--- config.mk ---
export PLATFORM = sky130hd
export DESIGN_NAME = jk_cmd_sequencer_flat
export DESIGN_NICKNAME = d
export VERILOG_FILES = /design/src/rtl/jk_cmd_sequencer_if.sv /design/src/rtl/jk_cmd_sequencer.sv /design/src/flat_wrapper.sv
export SDC_FILE = /design/constraint.sdc
export NUM_CORES = 1
export LEC_CHECK = 0
export BUFFER_PORTS_ARGS = -buffer_cell sky130_fd_sc_hd__buf_2
export CAP_MARGIN = 25
export CORE_MARGIN = 3
export CORE_UTILIZATION = 40
export DETAILED_ROUTE_END_ITERATION = 8
export PLACE_DENSITY = 0.65
export SYNTH_ARGS = -nofsm -noshare
export SYNTH_HDL_FRONTEND = slang
export SYNTH_SLANG_ARGS = --single-unit
--- constraint.sdc ---
create_clock -name clk -period 5.1 [get_ports clk]
set_clock_uncertainty 0.2 [all_clocks]
set_input_delay 0.51 -clock clk [delete_from_list [all_inputs] [get_ports clk]]
set_output_delay 0.51 -clock clk [all_outputs]
set_load 0.02 [all_outputs]
--- src/rtl/jk_cmd_sequencer_if.sv ---
// Command handshake bundle for jk_cmd_sequencer: producer uses master, sequencer uses slave.
interface jk_cmd_sequencer_if;
   logic       cmd_valid;
   logic       cmd_ready;
   logic [1:0] cmd_op;
   logic [3:0] cmd_rpt;

   modport master (output cmd_valid, output cmd_op, output cmd_rpt, input cmd_ready);
   modport slave  (input cmd_valid, input cmd_op, input cmd_rpt, output cmd_ready);
endinterface

--- src/rtl/jk_cmd_sequencer.sv ---
// jk_cmd_sequencer: FIFO-buffered JK command issuer that tracks the downstream flop in shadow_q.
// Defining JK_SEQ_CHECK_EN compiles in the sticky q_fb/shadow_q mismatch check.
module jk_cmd_sequencer #(
   parameter int DEPTH = 4
) (
   input  logic                   clk,
   input  logic                   sync_reset,
   jk_cmd_sequencer_if.slave      cmd,
   output logic                   j,
   output logic                   k,
   output logic                   issue,
   input  logic                   q_fb,
   output logic                   shadow_q,
   output logic [$clog2(DEPTH):0] depth,
   output logic                   mismatch
);
   localparam int           AW       = $clog2(DEPTH);
   localparam logic [AW:0]  FULL_LVL = (AW+1)'(DEPTH);
   localparam logic [AW:0]  ZERO_LVL = {(AW+1){1'b0}};
   localparam logic [AW:0]  ONE_LVL  = (AW+1)'(1'b1);
   localparam logic [AW-1:0] PTR_ONE = AW'(1'b1);
   localparam logic [0:0]   IDLE     = 1'b0;
   localparam logic [0:0]   ISSUE    = 1'b1;

   logic [5:0]    mem_q [DEPTH];
   logic [5:0]    mem_d [DEPTH];
   logic [AW-1:0] wr_ptr_q, wr_ptr_d, rd_ptr_q, rd_ptr_d;
   logic [AW:0]   depth_q, depth_d;
   logic [0:0]    state_q, state_d;
   logic [3:0]    remaining_q, remaining_d;
   logic          j_q, j_d, k_q, k_d, issue_q, issue_d, shadow_d;
   logic          cmd_ready_s, push_s, pop_s;
   logic [5:0]    head_s;

   // Next-state for the FIFO and the issue engine; a pop loads the head straight into j/k.
   always_comb begin
      cmd_ready_s = (depth_q < FULL_LVL) && !sync_reset;
      push_s      = cmd.cmd_valid && cmd_ready_s;
      head_s      = mem_q[rd_ptr_q];
      pop_s       = 1'b0;
      state_d     = state_q;
      j_d         = j_q;
      k_d         = k_q;
      issue_d     = issue_q;
      remaining_d = remaining_q;
      shadow_d    = shadow_q;
      case (state_q)
         IDLE: begin
            if (depth_q != ZERO_LVL) begin
               pop_s       = 1'b1;
               state_d     = ISSUE;
               j_d         = head_s[5];
               k_d         = head_s[4];
               remaining_d = head_s[3:0];
               issue_d     = 1'b1;
            end else begin
               j_d     = 1'b0;
               k_d     = 1'b0;
               issue_d = 1'b0;
            end
         end
         ISSUE: begin
            case ({j_q, k_q})
               2'b01:   shadow_d = 1'b0;
               2'b10:   shadow_d = 1'b1;
               2'b11:   shadow_d = ~shadow_q;
               default: shadow_d = shadow_q;
            endcase
            if (remaining_q != 4'd0) begin
               remaining_d = remaining_q - 4'd1;
            end else if (depth_q != ZERO_LVL) begin
               // Chain into the next command on the same edge so bursts stay gap-free.
               pop_s       = 1'b1;
               j_d         = head_s[5];
               k_d         = head_s[4];
               remaining_d = head_s[3:0];
               issue_d     = 1'b1;
            end else begin
               state_d = IDLE;
               j_d     = 1'b0;
               k_d     = 1'b0;
               issue_d = 1'b0;
            end
         end
         default: begin
            state_d = IDLE;
            j_d     = 1'b0;
            k_d     = 1'b0;
            issue_d = 1'b0;
         end
      endcase

      for (int i = 0; i < DEPTH; i++) begin
         mem_d[i] = mem_q[i];
      end
      if (push_s) begin
         mem_d[wr_ptr_q] = {cmd.cmd_op, cmd.cmd_rpt};
         wr_ptr_d        = wr_ptr_q + PTR_ONE;
      end else begin
         wr_ptr_d = wr_ptr_q;
      end
      if (pop_s) begin
         rd_ptr_d = rd_ptr_q + PTR_ONE;
      end else begin
         rd_ptr_d = rd_ptr_q;
      end
      case ({push_s, pop_s})
         2'b10:   depth_d = depth_q + ONE_LVL;
         2'b01:   depth_d = depth_q - ONE_LVL;
         default: depth_d = depth_q;
      endcase
   end

   // Register update; sync_reset aborts the command in flight and drops everything queued.
   always_ff @(posedge clk) begin
      if (sync_reset) begin
         mem_q       <= '{default: 6'd0};
         wr_ptr_q    <= {AW{1'b0}};
         rd_ptr_q    <= {AW{1'b0}};
         depth_q     <= ZERO_LVL;
         state_q     <= IDLE;
         remaining_q <= 4'd0;
         j_q         <= 1'b0;
         k_q         <= 1'b0;
         issue_q     <= 1'b0;
         shadow_q    <= 1'b0;
      end else begin
         mem_q       <= mem_d;
         wr_ptr_q    <= wr_ptr_d;
         rd_ptr_q    <= rd_ptr_d;
         depth_q     <= depth_d;
         state_q     <= state_d;
         remaining_q <= remaining_d;
         j_q         <= j_d;
         k_q         <= k_d;
         issue_q     <= issue_d;
         shadow_q    <= shadow_d;
      end
   end

   assign cmd.cmd_ready = cmd_ready_s;
   assign j             = j_q;
   assign k             = k_q;
   assign issue         = issue_q;
   assign depth         = depth_q;

`ifdef JK_SEQ_CHECK_EN
   logic armed_q, armed_d, mismatch_q, mismatch_d;

   // Arm on the first issued clear/set (q is known from then on), then latch any disagreement.
   always_comb begin
      armed_d    = armed_q | (issue_q & (j_q ^ k_q));
      mismatch_d = mismatch_q | (armed_q & (q_fb ^ shadow_q));
   end

   // Check flops share the sequencer's synchronous reset.
   always_ff @(posedge clk) begin
      if (sync_reset) begin
         armed_q    <= 1'b0;
         mismatch_q <= 1'b0;
      end else begin
         armed_q    <= armed_d;
         mismatch_q <= mismatch_d;
      end
   end

   assign mismatch = mismatch_q;
`else
   logic unused_q_fb;
   assign unused_q_fb = q_fb;
   assign mismatch    = 1'b0;
`endif
endmodule

--- src/flat_wrapper.sv ---
// flat-port wrapper written by rule: the top's interface ports become plain ports
module jk_cmd_sequencer_flat 
#(
   parameter int DEPTH = 4
)
  (clk, sync_reset, j, k, issue, q_fb, shadow_q, depth, mismatch, cmd_cmd_valid, cmd_cmd_op, cmd_cmd_rpt, cmd_cmd_ready);
  jk_cmd_sequencer_if cmd_i ();
  input  logic clk;
  input  logic sync_reset;
  output logic j;
  output logic k;
  output logic issue;
  input  logic q_fb;
  output logic shadow_q;
  output logic [$clog2(DEPTH):0] depth;
  output logic mismatch;
  input wire logic [$bits(cmd_i.cmd_valid)-1:0] cmd_cmd_valid;
  input wire logic [$bits(cmd_i.cmd_op)-1:0] cmd_cmd_op;
  input wire logic [$bits(cmd_i.cmd_rpt)-1:0] cmd_cmd_rpt;
  output wire logic [$bits(cmd_i.cmd_ready)-1:0] cmd_cmd_ready;
  assign cmd_i.cmd_valid = cmd_cmd_valid;
  assign cmd_i.cmd_op = cmd_cmd_op;
  assign cmd_i.cmd_rpt = cmd_cmd_rpt;
  assign cmd_cmd_ready = cmd_i.cmd_ready;
  jk_cmd_sequencer #(.DEPTH(DEPTH)) u_core (.clk(clk), .sync_reset(sync_reset), .cmd(cmd_i), .j(j), .k(k), .issue(issue), .q_fb(q_fb), .shadow_q(shadow_q), .depth(depth), .mismatch(mismatch));
endmodule
### Yosys cells after proc, flatten, opt, wreduce, memory -nomap -nowiden

Index checks and enable logic that the tools add are counted.

* equality and inequality tests: 6
* bitwise gates (word level): 4
* order comparisons: 4
* shift-type cells: 0
* multiply operators: 0
* div/mod/pow operators: 0
* reduce and logical (&&, ||, !) cells: 9
* $add $sub $neg: 5
* muxes and demuxes: 24

Operators by type and width (count)
* 24-bit bitwise mux: 1
* 6-bit two-way mux: 3
* 6-bit binary-select mux with 2-bit select: 1
* 6-bit demux with 2-bit select: 1
* 1-bit case mux with 2 select lines: 5
* 1-bit two-way mux: 8
* 4-bit two-way mux: 2
* 4-bit case mux with 2 select lines: 1
* 2-bit == test, second input constant: 3
* 3-bit greater-or-equal comparator, second input constant: 2
* 2-bit inverter with 3-bit output: 2
* 3-bit case mux with 2 select lines: 1
* 3-bit nonzero test: 2
* 2-bit by 1-bit adder with 2-bit output, second input constant: 2
* 2-bit by 1-bit == test with 1-bit output, second input constant: 2
* 4-bit nonzero test: 1
* 4-bit by 1-bit subtractor with 4-bit output, second input constant: 1
* 3-bit by 1-bit adder with 3-bit output, second input constant: 1
* 1-bit logical AND: 3
* 3-bit by 1-bit less-than comparator with 1-bit output, second input constant: 1
* 3-bit less-than comparator, second input constant: 1
* 1-bit case mux with 3 select lines: 1
* 3-bit by 1-bit subtractor with 3-bit output, second input constant: 1
* 2-bit inequality test, second input constant: 1
* 4 further kinds: 5

* memories: 0
* memory bits (read-only): 0
* bits of input ports: 10
* bits in writable memories: 0
* flip-flop bits (word level): 40
* word-level logic and storage cells: 65
* latch bits: 0

### Logic depth before layout (Yosys ltp)

Gate-level depths: netlist of run 1.

* word-level depth: 7
* mapped depth: 10

### Least setup slack after synthesis of run 1

OpenSTA, ideal clock, no wires.

* kind: reg2reg
* from: register u_core.remaining_q[0]
* to: register u_core.depth_q[2] (netlist: u_core.depth[2])
* path buffers: 0
* cell stages (with the launch flop): 11
* period minus slack after synthesis: 2599 ps
* data arrival time: 2328 ps
* slack: 2501 ps
* cell sequence: dfxtp_1 -> inv_1 -> ha_1 -> or3b_4 -> a21oi_4 -> ha_1 -> inv_1 -> fa_1 -> xor2_1 -> or3_1 -> a21oi_1

* word-level cells in the longest chain between the ends: 5
* elaborated cells between the ends (all ways): 7
* classes of those cells: 2 x eq/ne; 3 x mux; 2 x reduce/logical

RTL lines
* from (decl): RTL line jk_cmd_sequencer.sv:30 `logic [3:0] remaining_q, remaining_d;`
* from (signal assigned): RTL line jk_cmd_sequencer.sv:133 `remaining_q <= remaining_d;`
* 4-bit nonzero test (*): RTL line jk_cmd_sequencer.sv:69 `if (remaining_q != 4'd0) begin`
* 1-bit two-way mux (*): RTL line jk_cmd_sequencer.sv:69
* 1-bit case mux with 2 select lines (*): RTL line jk_cmd_sequencer.sv:47 `case (state_q)`
* 2-bit by 1-bit == test with 1-bit output or 2-bit == test (tied branches): RTL line jk_cmd_sequencer.sv:107 `case ({push_s, pop_s})`
* 3-bit case mux with 2 select lines or 2-bit nonzero test (tied branches)
* to (signal assigned): RTL line jk_cmd_sequencer.sv:131 `depth_q <= depth_d;`
* to (decl): RTL line jk_cmd_sequencer.sv:28 `logic [AW:0] depth_q, depth_d;`

Mark *: on every way between the ends. The rest lies on a longest branch, timed or not.
A chain may end at the register's enable or synchronous reset.

### Worst setup path after layout of run 1

Ends and elaborated chain as after synthesis.

==> results.py, run 1 <==
metrics = {
    "routing": {
        "vias_per_cell": 5.077,
        "detail_route.iter0.violations": 88,
        "remaining_drc_errors": 0,
        "dr.pass1.iters": 4,
        "detail_route.wl_per_cell_um": 13.51,
        "post_detailed_routing_wire_length_mm": 3.338,
        "route.antenna.remaining_nets": 0,
        "via_count_of_the_routed_design": 1254,
    },
    "timing": {
        "total_count_of_hold_check_failures_in_the_final_report": 0,
        "post-route-period-util_pct": 54.36,
        "timing.final.max_slew_violations": 0,
        "setup_violations": 0,
        "min_cycle_time_layout_ps": 2772,
        "timing.setup.tns_ps": 0,
        "tightestPinTransition_ps": 764.7,
        "fin_worst_hold_slack_ps": 268.2,
        "setup_ws_ps": 2328,
        "achievable-frequency_mhz": 360.7,
        "grt_setup_unrepaired": "no",
        "slew_headroom_pct": 49.02,
    },
    "worst_setup_path": {
        "worst-path-max-fanout": 7,
        "cp.arrival_ps": 2790,
        "critical_path_class": "register to register",
        "worstSetupEndpointType": "register",
        "beginning_of_the_worst_register_to_register_path": "u_core.remaining_q[0]",
        "setup.reg_to_reg.worst_slack_ps": 2330,
        "worst_setup_start_kind": "register",
        "required_ps": 5120,
        "reg2reg_to": "u_core.depth[2]",
        "timing.reg2reg.worst_path_depth": 10,
    },
    "yosys": {
        "synth_warnings": 0,
        "synth_cell_type_count": 40,
        "number_of_instances_in_the_synthesized_netlist": 183,
        "mappedNetlistNets": 201,
        "synth_flop_cell": "sky130_fd_sc_hd__dfxtp_1",
        "syn-cell-area_mm2": 0.001896,
        "avgSynthCellArea_um2": 10.36,
        "synth-seq-area-share_pct": 42.24,
        "synth_enable_flop_cells": 0,
        "synth_async_sr_flop_share_pct": 0,
        "flop_and_latch_count_out_of_synthesis": 40,
    },
    "global_route": {
        "met3_usage_pct": 3.204,
        "gr-total-overflow": 0,
        "gr-usage-met2_pct": 20.50,
        "grt_pass1_wl_mm": 5.837,
        "grt_most_used_layer": "met2",
        "grt_antenna_before_repair": 0,
        "grt_pass1_vias": 1211,
        "grt_start_max_net_pins": 45,
        "globalRouteMet1Util_pct": 19.22,
        "track_usage_pct": 13.81,
    },
    "clock_network": {
        "ctsRootBufferMaster": "sky130_fd_sc_hd__clkbuf_8",
        "cts_tree": "done",
        "htree_num_levels": 2,
        "ctsResizeCount": 0,
        "number_of_buffers_created_by_cts": 5,
        "cts_post_setup_buffers_inserted": 0,
        "cts_buffer_depth": 2,
        "clk_latency_ps": 290,
        "cts.hold.buffers_added": 0,
        "clk_transition_reported_paths_ps": 80,
        "cts_sinks": 40,
    },
    "floorplan": {
        "die_h_um": 74.84,
        "die_width_um": 74.84,
        "initial_core_util_pct": 42.37,
        "dieArea_mm2": 0.005601,
        "boundaryPins": 19,
        "rows": 24,
        "core-area_mm2": 0.004474,
    },
    "placed_design": {
        "dpl.hpwl_mm": 2.252,
        "place.detailed.instances": 239,
        "placement.io_buffers": 16,
        "detailed_place.area_mm2": 0.001971,
        "pre_cts_ws_ps": 2187,
        "gp_routability_congestion": 0.7083,
    },
    "finish": {
        "mostFrequentLayoutCells": "40 x sky130_fd_sc_hd__dfxtp_1, 35 x sky130_fd_sc_hd__nor2_1, 24 x sky130_fd_sc_hd__mux2i_1, 16 x sky130_fd_sc_hd__buf_2, 8 x sky130_fd_sc_hd__inv_1",
        "final_common_cell": "sky130_fd_sc_hd__dfxtp_1",
        "finalCoreUtilization_pct": 46.11,
        "n_antenna_cell": 0,
        "fin_nets": 212,
        "area_growth_syn_to_layout_pct": 8.845,
        "post_layout_nonfiller_instances": 247,
        "post-route-cell-area_mm2": 0.002063,
        "drive_above_1_share_pct": 16.41,
    },
    "flow_run": {
        "drv.max_cap_violation_count": 0,
    },
    "worst_hold_path": {
        "worstHoldPathType": "register to register",
        "min_delay_worst_endpoint": "u_core.issue",
        "worst_hold_startpoint": "u_core.issue",
        "whs_path_depth": 1,
    },
    "power": {
        "power_uw": 962.2,
        "power.static_leakage_nw": 0.7861,
        "power_density_mw_per_mm2": 466.4,
        "peakVddDrop_uv": 251.1,
    },
    "status": {
        "status": "finished clean",
    },
}
==> area by class of cell <==
class / count / area, µm²
flip-flops and latches: 40 / 800.8
well taps: 52 / 65.06
inverters: 8 / 30.03
clock buffers: 6 / 82.58
multi-input cells: 123 / 994.7
clock inverters: 2 / 10.01
fillers: 434 / 2411
repair buffers: 16 / 80.08
==> flip-flops by register name (all words and copies together) (netlist names) <==
name and count:
u_core.wr_ptr_q 2, u_core.j 1, u_core.depth 3, u_core.issue 1
u_core.k 1, u_core.rd_ptr_q 2, u_core.remaining_q 4, u_core.mem_q 24
u_core.state_q 1, u_core.shadow_q 1
==> per-layer routing <==
metal / vias up / wire [µm]
li1: 647 / -
met1: 585 / 1725
met2: 17 / 1454
met3: 5 / 112
met4: 0 / 44
met5: - / 0
==> kinds of logic (layout without fill, tap and decap cells) <==
group	after synthesis	in the layout	synth area share [%]
AOI/OAI and AO/OA	19	19	7.327
muxes	31	31	21.39
buffers and inverters	20	32	5.280
DFF	40	40	42.24
other	1	1	0.1978
xor gates and xnor gates	5	5	2.311
and+or+nand+nor	59	59	15.58
adders and majority gates	8	8	5.676
==> worst max-delay path by stage <==
stage                                startpoint         endpoint  slack [ps]  cells past startpoint
after floorplan           u_core.remaining_q[0]  u_core.depth[2]        2500                     10
after global placement               sync_reset  u_core.depth[2]        2200                      9
after detailed placement             sync_reset  u_core.depth[2]        2190                      9
after CTS                 u_core.remaining_q[0]  u_core.depth[2]        2300                     10
after global routing      u_core.remaining_q[0]  u_core.depth[2]        2170                     10
final                     u_core.remaining_q[0]  u_core.depth[2]        2330                     10
==> synth_stat cells (2+ instances only) <==
| cell type | instances | share of area [%] |
|---|---|---|
| sky130_fd_sc_hd__and3_1 | 3 | 0.99 |
| sky130_fd_sc_hd__xor2_1 | 2 | 0.92 |
| sky130_fd_sc_hd__nand2_1 | 6 | 1.2 |
| sky130_fd_sc_hd__clkbuf_1 | 5 | 0.99 |
| sky130_fd_sc_hd__inv_1 | 8 | 1.6 |
| sky130_fd_sc_hd__a22oi_1 | 2 | 0.79 |
| sky130_fd_sc_hd__buf_4 | 4 | 1.6 |
| sky130_fd_sc_hd__dfxtp_1 | 40 | 42 |
| sky130_fd_sc_hd__ha_1 | 7 | 4.6 |
| sky130_fd_sc_hd__nor2_1 | 35 | 6.9 |
| sky130_fd_sc_hd__nor2b_1 | 3 | 0.99 |
| sky130_fd_sc_hd__mux4_1 | 5 | 6.9 |
| sky130_fd_sc_hd__a211oi_2 | 2 | 1.3 |
| sky130_fd_sc_hd__xnor2_1 | 3 | 1.4 |
| sky130_fd_sc_hd__o21ai_0 | 3 | 0.79 |
| sky130_fd_sc_hd__nor3b_1 | 3 | 1.2 |
| sky130_fd_sc_hd__a21oi_1 | 6 | 1.6 |
| sky130_fd_sc_hd__mux2i_1 | 24 | 13 |
==> where the power goes <==
part           leakage, nW  total (mW)  internal [mW]  switching (mW)
clock network       0.0510       0.215          0.108           0.107
registers            0.325       0.411          0.355          0.0561
logic                0.410       0.336          0.152           0.185
total                0.786       0.962          0.614           0.348
==> critical path: stages, from the launching register on <==
cell and delay (ps):
sky130_fd_sc_hd__dfxtp_1 340, sky130_fd_sc_hd__inv_1 90, sky130_fd_sc_hd__ha_1 160, sky130_fd_sc_hd__or3b_4 410, sky130_fd_sc_hd__a21oi_4 260, sky130_fd_sc_hd__ha_1 220
sky130_fd_sc_hd__inv_1 60, sky130_fd_sc_hd__fa_1 370, sky130_fd_sc_hd__xor2_1 160, sky130_fd_sc_hd__or3_1 310, sky130_fd_sc_hd__a21oi_1 130
No activity file was read; power rests on OpenSTA's default activity.
==> run 2, diff against run 1 <==
--- a/config.mk
+++ b/config.mk
@@ -10,7 +10,7 @@
 export CORE_MARGIN = 3
 export CORE_UTILIZATION = 40
 export DETAILED_ROUTE_END_ITERATION = 8
-export PLACE_DENSITY = 0.65
+export PLACE_DENSITY = 0.67
 export SYNTH_ARGS = -nofsm -noshare
 export SYNTH_HDL_FRONTEND = slang
 export SYNTH_SLANG_ARGS = --single-unit
==> constraint.sdc (replaced) <==
create_clock -name clk -period 2.3 [get_ports clk]
set_clock_uncertainty 0.2 [all_clocks]
set_input_delay 0.23 -clock clk [delete_from_list [all_inputs] [get_ports clk]]
set_output_delay 0.23 -clock clk [all_outputs]
set_load 0.02 [all_outputs]
==> results.py, run 2 (synthesis gave the netlist of run 1 again) <==
metrics = {
    "finish": {
        "fin_nets": 230,
        "drive_above_1_share_pct": 26.89,
        "mostFrequentLayoutCells": "38 x sky130_fd_sc_hd__dfxtp_1, 35 x sky130_fd_sc_hd__nor2_1, 24 x sky130_fd_sc_hd__mux2i_1, 18 x sky130_fd_sc_hd__buf_4, 16 x sky130_fd_sc_hd__buf_2",
        "area_growth_syn_to_layout_pct": 16.96,
        "finalCoreUtilization_pct": 49.55,
        "max_flop_register": "u_core.mem_q",
        "final_common_cell": "sky130_fd_sc_hd__dfxtp_1",
        "ff_latch_area_um2": 803.3,
        "n_antenna_cell": 0,
        "fill_cells": 421,
        "post_layout_nonfiller_instances": 264,
        "max_reg_flops": 24,
        "multi_input_area_mm2": 0.001022,
    },
    "clock_network": {
        "cts_sinks": 40,
        "cts_buffer_depth": 2,
        "clk_latency_ps": 290,
        "cts_tree": "done",
        "htree_num_levels": 2,
        "ctsRootBufferMaster": "sky130_fd_sc_hd__clkbuf_8",
        "number_of_buffers_created_by_cts": 5,
        "clk_transition_reported_paths_ps": 80,
    },
    "floorplan": {
        "initial_core_util_pct": 42.37,
        "dieArea_mm2": 0.005601,
        "die_width_um": 74.84,
        "rows": 24,
        "boundaryPins": 19,
        "die_h_um": 74.84,
        "core-area_mm2": 0.004474,
    },
    "routing": {
        "route.antenna.remaining_nets": 0,
        "via_count_of_the_routed_design": 1355,
        "detail_route.wl_per_cell_um": 14.00,
        "vias_per_cell": 5.133,
        "post_detailed_routing_wire_length_mm": 3.695,
        "dr.pass1.iters": 4,
        "remaining_drc_errors": 0,
        "detail_route.iter0.violations": 66,
    },
    "worst_setup_path": {
        "worstSetupEndpointType": "register",
        "required_ps": 2330,
        "critical_path_class": "register to register",
        "worstSetupStartpoint": "u_core.remaining_q[1]",
        "worst_setup_start_kind": "register",
        "beginning_of_the_worst_register_to_register_path": "u_core.remaining_q[1]",
        "worst-path-max-fanout": 2,
        "cp.arrival_ps": 2470,
    },
    "power": {
        "power_density_mw_per_mm2": 1073,
        "power.static_leakage_nw": 0.8666,
        "peakVddDrop_uv": 441.2,
    },
    "placed_design": {
        "placement.io_buffers": 16,
        "place.detailed.instances": 255,
        "dpl.hpwl_mm": 2.545,
        "gp_routability_congestion": 0.8122,
    },
    "global_route": {
        "grt_pass1_vias": 1363,
        "grt_most_used_layer": "met2",
        "gr-usage-met2_pct": 23.11,
        "track_usage_pct": 15.16,
        "gr-total-overflow": 0,
        "grt_pass1_wl_mm": 6.430,
        "globalRouteMet1Util_pct": 20.78,
        "met3_usage_pct": 3.605,
        "grt_antenna_before_repair": 0,
        "grt_start_max_net_pins": 44,
    },
    "timing": {
        "timing.setup.tns_ps": -144.0,
        "min_cycle_time_layout_ps": 2444,
        "setup_violations": 1,
        "timing.final.max_slew_violations": 0,
        "grt_setup_unrepaired": "yes",
        "setup_ws_ps": -144.0,
        "achievable-frequency_mhz": 409.2,
        "total_count_of_hold_check_failures_in_the_final_report": 0,
        "post-route-period-util_pct": 106.3,
        "fin_worst_hold_slack_ps": 19.25,
    },
    "worst_hold_path": {
        "worstHoldPathType": "input pin to register",
        "worst_hold_startpoint": "cmd_cmd_op[1]",
    },
    "status": {
        "violations": "setup timing",
        "status": "finished with violations",
    },
    "flow_run": {
        "drv.max_cap_violation_count": 0,
    },
}
==> run 2: cell count changes in the layout (fill, tap and decap cells not counted), sizes merged <==
cell / change
clkinv: -1
clkinvlp: +1
clkbuf: -1
buf: +18
==> run 2: final timing paths <==
path	endpoint	slack [ps]	cells past startpoint
hold / removal	u_core.mem_q[5]	20	3
hold reg to reg	u_core.issue	280	1
setup / recovery	u_core.depth[2]	-140	10
setup reg to reg	u_core.depth[2]	-140	10
==> run 2: layout make-up <==
class | instances | area share [%]
well taps | 52 | 2.935
clock buffers | 5 | 3.104
repair buffers | 34 | 9.707
multi-input cells | 123 | 46.11
flip-flops and latches | 40 | 36.23
inverters | 8 | 1.354
clock inverters | 2 | 0.5643
==> run 2: routing by layer <==
layer	up-vias	wire length, µm
li1	686	-
met1	640	1844
met2	22	1685
met3	7	106
met4	0	58
met5	-	0
==> run 2: report_power, final <==
group	internal, mW	switching (mW)	total, mW
combinational	0.529	0.511	1.04
clock	0.205	0.243	0.448
sequential	0.788	0.103	0.891
==> run 2: critical path, cell delays in order, from the launching register on <==
cell and delay (ps):
sky130_fd_sc_hd__dfxtp_2 330, sky130_fd_sc_hd__inv_2 70, sky130_fd_sc_hd__ha_4 130, sky130_fd_sc_hd__or3b_4 390, sky130_fd_sc_hd__a21oi_4 160, sky130_fd_sc_hd__ha_4 150
sky130_fd_sc_hd__inv_2 30, sky130_fd_sc_hd__fa_2 340, sky130_fd_sc_hd__xor2_1 150, sky130_fd_sc_hd__or3_1 310, sky130_fd_sc_hd__a21oi_1 120
==> run 2: timing repair <==
action,4_1_cts,5_1_grt
hold buffers,0,0
setup buffers,1,1
setup endpoints to repair,2,2
pin swaps,0,2
gates resized for setup,1,0
==> run 2: per-stage QoR <==
step | cell area [µm²] | worst slack [ps] | total power [mW]
3_3_place_gp | 2111 | -104.2 | 1.892
4_1_cts | 2210 | -147.7 | 2.396
5_1_grt | 2217 | -251.0 | 2.556
6_report | 2217 | -144.0 | 2.379
3_5_place_dp | 2111 | -156.0 | 1.909
2_1_floorplan | 1916 | -199.6 | 1.586
==> run 3, diff against run 2 <==
--- a/config.mk
+++ b/config.mk
@@ -5,6 +5,7 @@
 export SDC_FILE = /design/constraint.sdc
 export NUM_CORES = 1
 export LEC_CHECK = 0
+export ABC_AREA = 1
 export BUFFER_PORTS_ARGS = -buffer_cell sky130_fd_sc_hd__buf_2
 export CAP_MARGIN = 25
 export CORE_MARGIN = 3
==> results.py, run 3 <==
metrics = {
    "worst_setup_path": {
        "worst_path_max_delay_cell": "sky130_fd_sc_hd__fa_1",
        "worst-path-max-fanout": 5,
        "required_ps": 2340,
        "critical_path.top_delay_family": "adder cells",
        "worst_path_cell_trace": "inv_2 > ha_1 > nand2_2 > a21oi_4 > ha_1 > inv_1 > fa_1 > a21oi_1 > o21ai_0 > nand2_1 > nand2_1 > nor2_1",
        "cp.arrival_ps": 2200,
        "critical_path_class": "register to register",
        "worstSetupStartpoint": "u_core.remaining_q[0]",
        "cp_num_buf_inv": 2,
        "peak_per_stage_delay_on_the_critical_path_ps": 380,
        "worstSetupEndpointType": "register",
        "worst_setup_start_kind": "register",
        "setup.reg_to_reg.worst_slack_ps": 150,
        "beginning_of_the_worst_register_to_register_path": "u_core.remaining_q[0]",
    },
    "clock_network": {
        "cts.hold.buffers_added": 0,
        "clk_transition_reported_paths_ps": 80,
        "cts_tree": "done",
        "cts_buffer_depth": 2,
        "number_of_buffers_created_by_cts": 5,
        "clk_latency_ps": 300,
        "cts_sinks": 40,
        "htree_num_levels": 2,
        "ctsRootBufferMaster": "sky130_fd_sc_hd__clkbuf_8",
    },
    "yosys": {
        "number_of_instances_in_the_synthesized_netlist": 267,
        "synth_warnings": 0,
        "post-synth-top-count-cell": "sky130_fd_sc_hd__nand2_1",
        "synth_largest_type_area_fraction_pct": 40.71,
        "avgSynthCellArea_um2": 7.367,
        "synth_enable_flop_cells": 0,
        "mappedNetlistNets": 285,
        "synth_flop_cell": "sky130_fd_sc_hd__dfxtp_1",
        "synth-seq-area-share_pct": 40.71,
        "synth_commonest_cells": "67 x sky130_fd_sc_hd__nand2_1, 40 x sky130_fd_sc_hd__dfxtp_1, 39 x sky130_fd_sc_hd__nand3_1, 34 x sky130_fd_sc_hd__a21oi_1, 21 x sky130_fd_sc_hd__inv_1",
        "synth_area_leaders": "sky130_fd_sc_hd__dfxtp_1 41%, sky130_fd_sc_hd__nand2_1 13%, sky130_fd_sc_hd__nand3_1 9.9%, sky130_fd_sc_hd__a21oi_1 8.7%, sky130_fd_sc_hd__ha_1 4.5%",
        "flop_and_latch_count_out_of_synthesis": 40,
        "synth_cell_type_count": 28,
        "synth_largest_area_cell": "sky130_fd_sc_hd__dfxtp_1",
        "synth_async_sr_flop_share_pct": 0,
        "syn-cell-area_mm2": 0.001967,
    },
    "finish": {
        "max_flop_register": "u_core.mem_q",
        "max_reg_flops": 24,
        "fin_nets": 302,
        "drive_above_1_share_pct": 14.39,
        "post-route-cell-area_mm2": 0.002207,
        "n_antenna_cell": 0,
        "post_layout_nonfiller_instances": 350,
        "area_growth_syn_to_layout_pct": 12.21,
        "mostFrequentLayoutCells": "67 x sky130_fd_sc_hd__nand2_1, 40 x sky130_fd_sc_hd__dfxtp_1, 39 x sky130_fd_sc_hd__nand3_1, 34 x sky130_fd_sc_hd__a21oi_1",
        "final_common_cell": "sky130_fd_sc_hd__nand2_1",
    },
    "timing": {
        "post-route-period-util_pct": 93.68,
        "setup_violations": 0,
        "timing.final.max_slew_violations": 0,
        "total_count_of_hold_check_failures_in_the_final_report": 0,
        "achievable-frequency_mhz": 464.1,
        "min_cycle_time_layout_ps": 2155,
        "timing.setup.tns_ps": 0,
    },
    "global_route": {
        "grt_antenna_before_repair": 0,
        "gr-total-overflow": 0,
        "grt_start_max_net_pins": 31,
        "track_usage_pct": 14.91,
        "grt_pass1_wl_mm": 7.134,
        "grt_pass1_vias": 1580,
    },
    "floorplan": {
        "die_width_um": 76.12,
        "initial_core_util_pct": 43.38,
        "die_h_um": 76.12,
        "dieArea_mm2": 0.005794,
        "boundaryPins": 19,
        "rows": 24,
        "core-area_mm2": 0.004534,
    },
    "routing": {
        "remaining_drc_errors": 0,
        "post_detailed_routing_wire_length_mm": 4.054,
        "via_count_of_the_routed_design": 1701,
        "detail_route.wl_per_cell_um": 11.58,
        "route.antenna.remaining_nets": 0,
        "vias_per_cell": 4.860,
        "dr.pass1.iters": 4,
        "detail_route.iter0.violations": 89,
    },
    "flow_run": {
        "drv.max_cap_violation_count": 0,
    },
    "placed_design": {
        "dpl.hpwl_mm": 2.866,
        "detailed_place.area_mm2": 0.002073,
        "gp_routability_congestion": 0.8083,
        "placement.io_buffers": 16,
        "place.detailed.instances": 341,
    },
    "power": {
        "power_mw": 2.417,
        "peakVddDrop_uv": 382.5,
        "power_density_mw_per_mm2": 1095,
        "power.static_leakage_nw": 0.8933,
    },
    "worst_hold_path": {
        "worst_hold_startpoint": "cmd_cmd_rpt[1]",
        "worstHoldPathType": "input pin to register",
    },
    "status": {
        "status": "finished clean",
    },
}
run 3: layer usage:
metal	wire, µm	track usage [%]	part of all wire (%)
met3	138	3.428	3.4
met1	2004	18.98	49
met4	54	5.978	1.3
met5	0	0	0
met2	1856	24.38	46
run 3: worst paths after layout:
path	depth (start not counted)	end
hold reg to reg	1	u_core.issue
setup reg to reg	12	u_core.depth[2]
setup / recovery	12	u_core.depth[2]
hold / removal	3	u_core.mem_q[13]
run 3: logic make-up (layout without fill, tap and decap cells):
logic type               Yosys count  after routing  synth area share [%]
buffers and inverters             35             53                 8.778
other                              1              1                0.1907
AO/OA/AOI/OAI                     48             48                 14.06
flip-flops                        40             40                 40.71
XOR/XNOR                           1              1                0.4454
AND/OR/NAND/NOR                  134            134                 30.34
adder cells (fa/ha/maj)            8              8                 5.471
run 3: report_power, final:
group,switching [mW],total (mW),internal (mW)
sequential,0.0942,0.884,0.790
clock,0.249,0.632,0.383
combinational,0.573,0.901,0.328
total,0.917,2.42,1.50
run 3: cell type report:
type                    instances  area [µm²]
clock buffers                   7       96.34
repair buffers                 19       102.6
fillers                       468        2327
well taps                      65       81.33
clock inverters                 1       30.03
inverters                      26       102.6
multi-input cells             192       993.5
flip-flops and latches         40       800.8
run 3: timing repair:
item                       4_1_cts  5_1_grt
gates resized for setup          0        1
setup endpoints to repair        0        1
setup buffers                    0        1
run 3: tightest hold or removal path, cell delays in order:
cell and delay [ps]:
sky130_fd_sc_hd__buf_2 120, sky130_fd_sc_hd__nand3_1 80, sky130_fd_sc_hd__a21oi_1 60
run 3: per-stage QoR:
stage	hold WS (ps)	setup slack, ps	utilization (%)
2_1_floorplan	194.4	123.7	-
3_3_place_gp	246.0	142.5	45.72
3_5_place_dp	247.7	87.38	45.72
4_1_cts	29.42	54.93	48.51
5_1_grt	41.99	-0.2722	48.68
6_report	32.75	145.5	48.68
